**config.mk**
```make
export PLATFORM = sky130hd
export DESIGN_NAME = rv32i_instr_encoder
export DESIGN_NICKNAME = d
export VERILOG_FILES = /design/src/rtl/rv32i_instr_encoder.sv
export SDC_FILE = /design/constraint.sdc
export NUM_CORES = 1
export LEC_CHECK = 0
export CORE_ASPECT_RATIO = 1.1
export CORE_UTILIZATION = 45
export CTS_BUF_LIST = sky130_fd_sc_hd__clkbuf_2
export CTS_CLUSTER_SIZE = 20
export DETAILED_ROUTE_END_ITERATION = 10
export PLACE_DENSITY = 0.76
export SETUP_SLACK_MARGIN = 0.5
export SLEW_MARGIN = 0
export SYNTH_ARGS = -nofsm -noshare
export SYNTH_HDL_FRONTEND = slang
export SYNTH_SLANG_ARGS = --single-unit
```
**constraint.sdc**
```tcl
create_clock -name clk -period 2.7 [get_ports clk]
set_input_delay 0.81 -clock clk [delete_from_list [all_inputs] [get_ports clk]]
set_output_delay 0.81 -clock clk [all_outputs]
set_load 0.01 [all_outputs]
```
**src/rtl/rv32i_instr_encoder.sv**
```systemverilog
// Packs decoded RV32I instruction fields into 32-bit words and streams them into
// instruction RAM through a small FIFO and a write port with backpressure.
module rv32i_instr_encoder #(
    parameter int unsigned             ADDR_W    = 32,
    parameter logic [ADDR_W-1:0]       BASE_ADDR = '0,
    parameter int unsigned             DEPTH     = 4
) (
    input  logic              clk,
    input  logic              reset_n,
    input  logic              start,
    input  logic              s_valid,
    output logic              s_ready,
    input  logic              s_last,
    input  logic [6:0]        op,
    input  logic [2:0]        funct3,
    input  logic [6:0]        funct7,
    input  logic [4:0]        rd,
    input  logic [4:0]        rs1,
    input  logic [4:0]        rs2,
    input  logic [31:0]       imm,
    output logic              mem_wr_en,
    input  logic              mem_ready,
    output logic [ADDR_W-1:0] mem_addr,
    output logic [31:0]       mem_wdata,
    output logic              busy,
    output logic              done,
    output logic              illegal,
    output logic [15:0]       wr_count
);

    localparam int unsigned PTR_W = (DEPTH > 1) ? $clog2(DEPTH) : 1;
    localparam int unsigned CNT_W = PTR_W + 1;

    localparam logic [6:0] OP_R  = 7'b0110011;
    localparam logic [6:0] OP_IL = 7'b0000011;
    localparam logic [6:0] OP_I  = 7'b0010011;
    localparam logic [6:0] OP_S  = 7'b0100011;
    localparam logic [6:0] OP_B  = 7'b1100011;
    localparam logic [6:0] OP_U  = 7'b0110111;
    localparam logic [6:0] OP_UA = 7'b0010111;
    localparam logic [6:0] OP_J  = 7'b1101111;
    localparam logic [6:0] OP_JI = 7'b1100111;

    typedef enum logic [1:0] {IDLE, LOAD, DRAIN, DONE} state_t;

    state_t state_q, state_d;

    logic [31:0]      fifo_mem [DEPTH];
    logic [PTR_W-1:0] wptr, rptr;
    logic [CNT_W-1:0] count;
    logic             fifo_full, fifo_empty;
    logic             accept, push, pop, session_start;
    logic [31:0]      word;
    logic             known;

    assign fifo_full     = (count == CNT_W'(DEPTH));
    assign fifo_empty    = (count == '0);
    assign s_ready       = (state_q == LOAD) && !fifo_full;
    assign accept        = s_valid && s_ready;
    assign push          = accept && known;
    assign pop           = !fifo_empty && mem_ready;
    assign session_start = (state_q == IDLE) && start;

    assign mem_wr_en = !fifo_empty;
    assign mem_wdata = fifo_empty ? 32'h0 : fifo_mem[rptr];
    assign busy      = (state_q != IDLE);
    assign done      = (state_q == DONE);

    // Field packing per instruction format; unknown opcodes are flagged, not encoded.
    always_comb begin
        word  = 32'h0;
        known = 1'b1;
        case (op)
            OP_R:  word = {funct7, rs2, rs1, funct3, rd, op};
            OP_I: begin
                if (funct3 == 3'b001 || funct3 == 3'b101)
                    word = {funct7, imm[4:0], rs1, funct3, rd, op};
                else
                    word = {imm[11:0], rs1, funct3, rd, op};
            end
            OP_IL: word = {imm[11:0], rs1, funct3, rd, op};
            OP_JI: word = {imm[11:0], rs1, 3'b000, rd, op};
            OP_S:  word = {imm[11:5], rs2, rs1, funct3, imm[4:0], op};
            OP_B:  word = {imm[12], imm[10:5], rs2, rs1, funct3, imm[4:1], imm[11], op};
            OP_U,
            OP_UA: word = {imm[31:12], rd, op};
            OP_J:  word = {imm[20], imm[10:1], imm[11], imm[19:12], rd, op};
            default: known = 1'b0;
        endcase
    end

    always_ff @(posedge clk or negedge reset_n) begin
        if (!reset_n) state_q <= IDLE;
        else          state_q <= state_d;
    end

    always_comb begin
        state_d = state_q;
        case (state_q)
            IDLE:    if (start) state_d = LOAD;
            LOAD:    if (accept && s_last) state_d = DRAIN;
            DRAIN:   if (fifo_empty) state_d = DONE;
            DONE:    state_d = IDLE;
            default: state_d = IDLE;
        endcase
    end

    // Storage array carries no reset; pointers and count define validity.
    always_ff @(posedge clk) begin
        if (push) fifo_mem[wptr] <= word;
    end

    always_ff @(posedge clk or negedge reset_n) begin
        if (!reset_n) begin
            wptr  <= '0;
            rptr  <= '0;
            count <= '0;
        end else begin
            if (push) wptr <= wptr + PTR_W'(1);
            if (pop)  rptr <= rptr + PTR_W'(1);
            case ({push, pop})
                2'b10:   count <= count + CNT_W'(1);
                2'b01:   count <= count - CNT_W'(1);
                default: count <= count;
            endcase
        end
    end

    always_ff @(posedge clk or negedge reset_n) begin
        if (!reset_n) begin
            mem_addr <= BASE_ADDR;
            wr_count <= 16'h0;
            illegal  <= 1'b0;
        end else begin
            if (session_start)  mem_addr <= BASE_ADDR;
            else if (pop)       mem_addr <= mem_addr + ADDR_W'(4);

            if (session_start)                     wr_count <= 16'h0;
            else if (pop && wr_count != 16'hFFFF)  wr_count <= wr_count + 16'd1;

            if (session_start)          illegal <= 1'b0;
            else if (accept && !known)  illegal <= 1'b1;
        end
    end

endmodule

```
==> metrics.txt <==
# TYPE chip_impl_metric gauge
chip_impl_metric{name="fp.dieW",unit="um"} 132
chip_impl_info{name="cts_tree",value="built"} 1
chip_impl_info{name="failing_checks",value="negative setup slack"} 1
chip_impl_metric{name="cts_made_buffers",unit=""} 17
chip_impl_metric{name="worst_ep_required_time",unit="ns"} 1.89
chip_impl_info{name="worstSetupEndpointType",value="output port"} 1
chip_impl_info{name="min-delay-path-class",value="in2async"} 1
chip_impl_metric{name="final-seq-area",unit="um^2"} 5260
chip_impl_metric{name="final_core_utilization",unit="%"} 64.6
chip_impl_metric{name="ctsHtreeMaxLevel",unit=""} 4
chip_impl_metric{name="final-setup-viol-count",unit=""} 34
chip_impl_metric{name="num_antenna_cells",unit=""} 0
chip_impl_metric{name="fp.dieH",unit="um"} 146
chip_impl_metric{name="synth_sequential_area_ratio",unit="%"} 62.2
chip_impl_metric{name="postLayoutCellArea",unit="um^2"} 11900
chip_impl_metric{name="multi_input_area",unit="um^2"} 3130
chip_impl_info{name="clk_root_buffer_cell",value="clkbuf_2"} 1
chip_impl_metric{name="final_nets",unit=""} 979
chip_impl_metric{name="detailed_place.area",unit="um^2"} 10700
chip_impl_metric{name="synth-seq-cells",unit=""} 184
chip_impl_info{name="timing.setup.critical_path_class",value="reg2out"} 1
chip_impl_metric{name="drt_first_iter_violations",unit=""} 419
chip_impl_metric{name="cts_buffer_depth",unit=""} 2
chip_impl_metric{name="initial_antenna_violation_count",unit=""} 0
chip_impl_info{name="netlist.top_cell.by_area",value="edfxtp_1"} 1
chip_impl_metric{name="number_of_placement_rows",unit=""} 52
chip_impl_info{name="synth_top_family_by_area",value="simple AND/OR/NAND/NOR gates"} 1
chip_impl_metric{name="grt_max_degree",unit=""} 57
chip_impl_metric{name="gp_routability_congestion",unit=""} 0.898
chip_impl_metric{name="post_synth_xor_xnor_area",unit="%"} 4.78
chip_impl_metric{name="core_area",unit="um^2"} 18300
chip_impl_metric{name="totalPowerFinal",unit="W"} 0.00914
chip_impl_metric{name="leakagePower",unit="nW"} 4.84
chip_impl_metric{name="clk_lat_worst_skew",unit="ns"} 0.81
chip_impl_metric{name="ctsHoldBuffers",unit=""} 0
chip_impl_metric{name="timing.critical_path.arrival",unit="ns"} 2.42
chip_impl_metric{name="die_area",unit="um^2"} 19300
chip_impl_metric{name="detail_route.drc_violations",unit=""} 0
chip_impl_info{name="grt_setup_unrepaired",value="true"} 1
chip_impl_metric{name="netlist_instances",unit=""} 618
chip_impl_metric{name="fillCellCount",unit=""} 1385
chip_impl_info{name="reg2reg_to",value="count[2]"} 1
chip_impl_metric{name="timing.reg2reg.setup_slack",unit="ns"} 0.04
chip_impl_metric{name="cts.clk_slew.worst_paths",unit="ns"} 0.28
chip_impl_info{name="layout_commonest_cell",value="edfxtp_1"} 1
chip_impl_metric{name="final_critical_path_share_of_the_clock_period",unit="%"} 120
chip_impl_metric{name="drive_above_1_share",unit="%"} 39.3
chip_impl_metric{name="synth_simple_gate_area_share",unit="%"} 13.3
chip_impl_metric{name="place.port_buffers",unit=""} 152
chip_impl_metric{name="ant_nets",unit=""} 0
chip_impl_metric{name="worst-slew-pin-transition",unit="ns"} 0.736
chip_impl_metric{name="count_of_final_max_slew_check_failures",unit=""} 0
chip_impl_metric{name="wl",unit="um"} 22000
chip_impl_metric{name="avgViaCountPerCell",unit=""} 5.39
chip_impl_metric{name="grt_overflow_total",unit=""} 0
chip_impl_metric{name="ff2ff_path_depth",unit=""} 16
chip_impl_metric{name="postSynthAreaPerCell",unit="um^2"} 13.6
chip_impl_info{name="commonest_cells_after_routing_fill_and_taps_aside",value="128 x edfxtp_1, 96 x buf_4, 68 x clkdlybuf4s50_1, 61 x buf_6, 52 x nor2_1"} 1
chip_impl_metric{name="final.min_clock_period",unit="ns"} 3.23
chip_impl_metric{name="power-per-cell-area",unit="nW/um^2"} 771
chip_impl_metric{name="crit_fanout",unit=""} 5
chip_impl_info{name="status",value="finished, violations left"} 1
chip_impl_info{name="postSynth.topFlopCell",value="edfxtp_1"} 1
chip_impl_metric{name="synth-edff-count",unit=""} 128
chip_impl_metric{name="initial_utilization",unit="%"} 45.9
chip_impl_metric{name="timing.clock.skew",unit="ns"} 0.0684
chip_impl_metric{name="grt_first_pass_wirelength",unit="um"} 34400
chip_impl_metric{name="fin_ws",unit="ns"} -0.534
chip_impl_metric{name="final_hold_viol_count",unit=""} 0
chip_impl_metric{name="hpwlAfterDp",unit="um"} 14000
chip_impl_metric{name="synth_to_final_area_change",unit="%"} 40.6
chip_impl_metric{name="synth.area.mux_share",unit="%"} 9.17
chip_impl_metric{name="synth-adder-area-share",unit="%"} 2.02
chip_impl_metric{name="achievable_frequency",unit="GHz"} 0.309
chip_impl_metric{name="synthesis.area",unit="um^2"} 8430
chip_impl_metric{name="wire_per_inst",unit="um"} 19.1
chip_impl_metric{name="clock_sinks",unit=""} 184
chip_impl_metric{name="netlist-cell-type-count",unit=""} 55
chip_impl_metric{name="synth_largest_type_area_fraction",unit="%"} 45.6
chip_impl_metric{name="slew_headroom",unit="%"} 50.5
chip_impl_info{name="setup.worst_path.start_class",value="flip-flop"} 1
chip_impl_info{name="r2r-start",value="count[1]"} 1
chip_impl_metric{name="grt_pass1_vias",unit=""} 6451
chip_impl_metric{name="via_count",unit=""} 6206
chip_impl_metric{name="share_of_the_synthesized_area_in_compound_gates_ao_oa_aoi_oai",unit="%"} 5.36
chip_impl_metric{name="global_route.usage.total",unit="%"} 23.4
chip_impl_metric{name="number_of_top_level_pins",unit=""} 155
chip_impl_metric{name="max-cap-violations",unit=""} 0
chip_impl_metric{name="power.ir.vdd_worst",unit="uV"} 374
chip_impl_metric{name="ys.warnings.count",unit=""} 0
chip_impl_metric{name="postSynth.asyncResetShare",unit="%"} 30.4
chip_impl_metric{name="drt-pass1-iter-count",unit=""} 6
chip_impl_info{name="synth.area.top_cells",value="edfxtp_1 46%, dfrtp_1 17%, mux4_2 8.6%, xnor2_1 4.1%, and2_1 2.7%"} 1
cell usage after synthesis (all sizes together), types with 14 or more instances:
master and instances:
nand3 19, mux4 32, nor4 14, xnor2 39
nor2 52, clkbuf 18, nand2 35, nor3 18
edfxtp 128, dfrtp 56, inv 32, and2 39
a21oi 14
layer usage:
| layer | vias to the layer above | track usage (%) | routed length [um] |
|---|---|---|---|
| met5 | - | 0 | 0 |
| met2 | 233 | 40.9 | 11400 |
| met1 | 3097 | 27.8 | 8590 |
| met3 | 33 | 6.48 | 1520 |
| met4 | 0 | 7.64 | 493 |
| li1 | 2843 | - | - |
stage by stage:
stage               setup slack, ns  setup TNS (ns)  std cells  hold slack (ns)
finish                       -0.534          -15.08       1152            0.111
global route                 -0.674          -19.87       1152           0.0978
CTS                          -0.611          -16.96       1147           0.0920
detailed placement           -0.309          -35.21       1039            0.513
global placement             -0.273          -27.77       1039            0.499
floorplan                     0.171               0        619            0.470
report_power, final:
group          internal (W)  switching, W  total [W]
logic               0.00261       0.00178    0.00439
clock network      0.000341       0.00113    0.00147
registers           0.00316      0.000124    0.00328
logic make-up after synthesis:
group	after synthesis
AO/OA/AOI/OAI	61
XOR/XNOR	46
adder cells (fa/ha/maj)	13
buffers and inverters	63
flip-flops	184
multiplexers	37
other	1
AND/OR/NAND/NOR	213
worst max-delay path, stage by stage (launching register included):
cell     delay, ns
dfrtp_2       0.50
buf_6         0.14
buf_12        0.12
buf_16        0.12
mux4_2        0.50
and2_4        0.16
buf_6         0.11
how the worst max path moves through the flow:
stage | startpoint | endpoint | cells after the start
global placement | op[4] | fifo_mem[2][23] | 10
floorplan | op[3] | count[2] | 11
detailed placement | op[4] | count[1] | 10
global route | rptr[0] | mem_wdata[14] | 6
finish | rptr[0] | mem_wdata[14] | 6
CTS | rptr[0] | mem_wdata[13] | 6
final cells by class:
type | instances | area share (%)
clock buffers | 17 | 0.718
clock inverters | 15 | 1.58
inverters | 32 | 1.06
multi-input cells | 372 | 26.4
flip-flops and latches | 184 | 44.4
well taps | 243 | 2.56
repair buffers | 289 | 23.4
registers in the layout (all words and copies together), names as in the netlist:
signal,flops
count,3
fifo_mem,128
illegal,1
mem_addr,30
rptr,2
state_q,2
wptr,2
wr_count,16
timing repair:
| item | in CTS | in global routing |
|---|---|---|
| setup endpoints to repair | 85 | 243 |
| pin swaps | 37 | 9 |
| buffers inserted | 72 | 5 |
| cloned | 4 | 0 |
| gates resized for setup | 419 | 40 |
No activity file was read; power rests on OpenSTA's default activity.
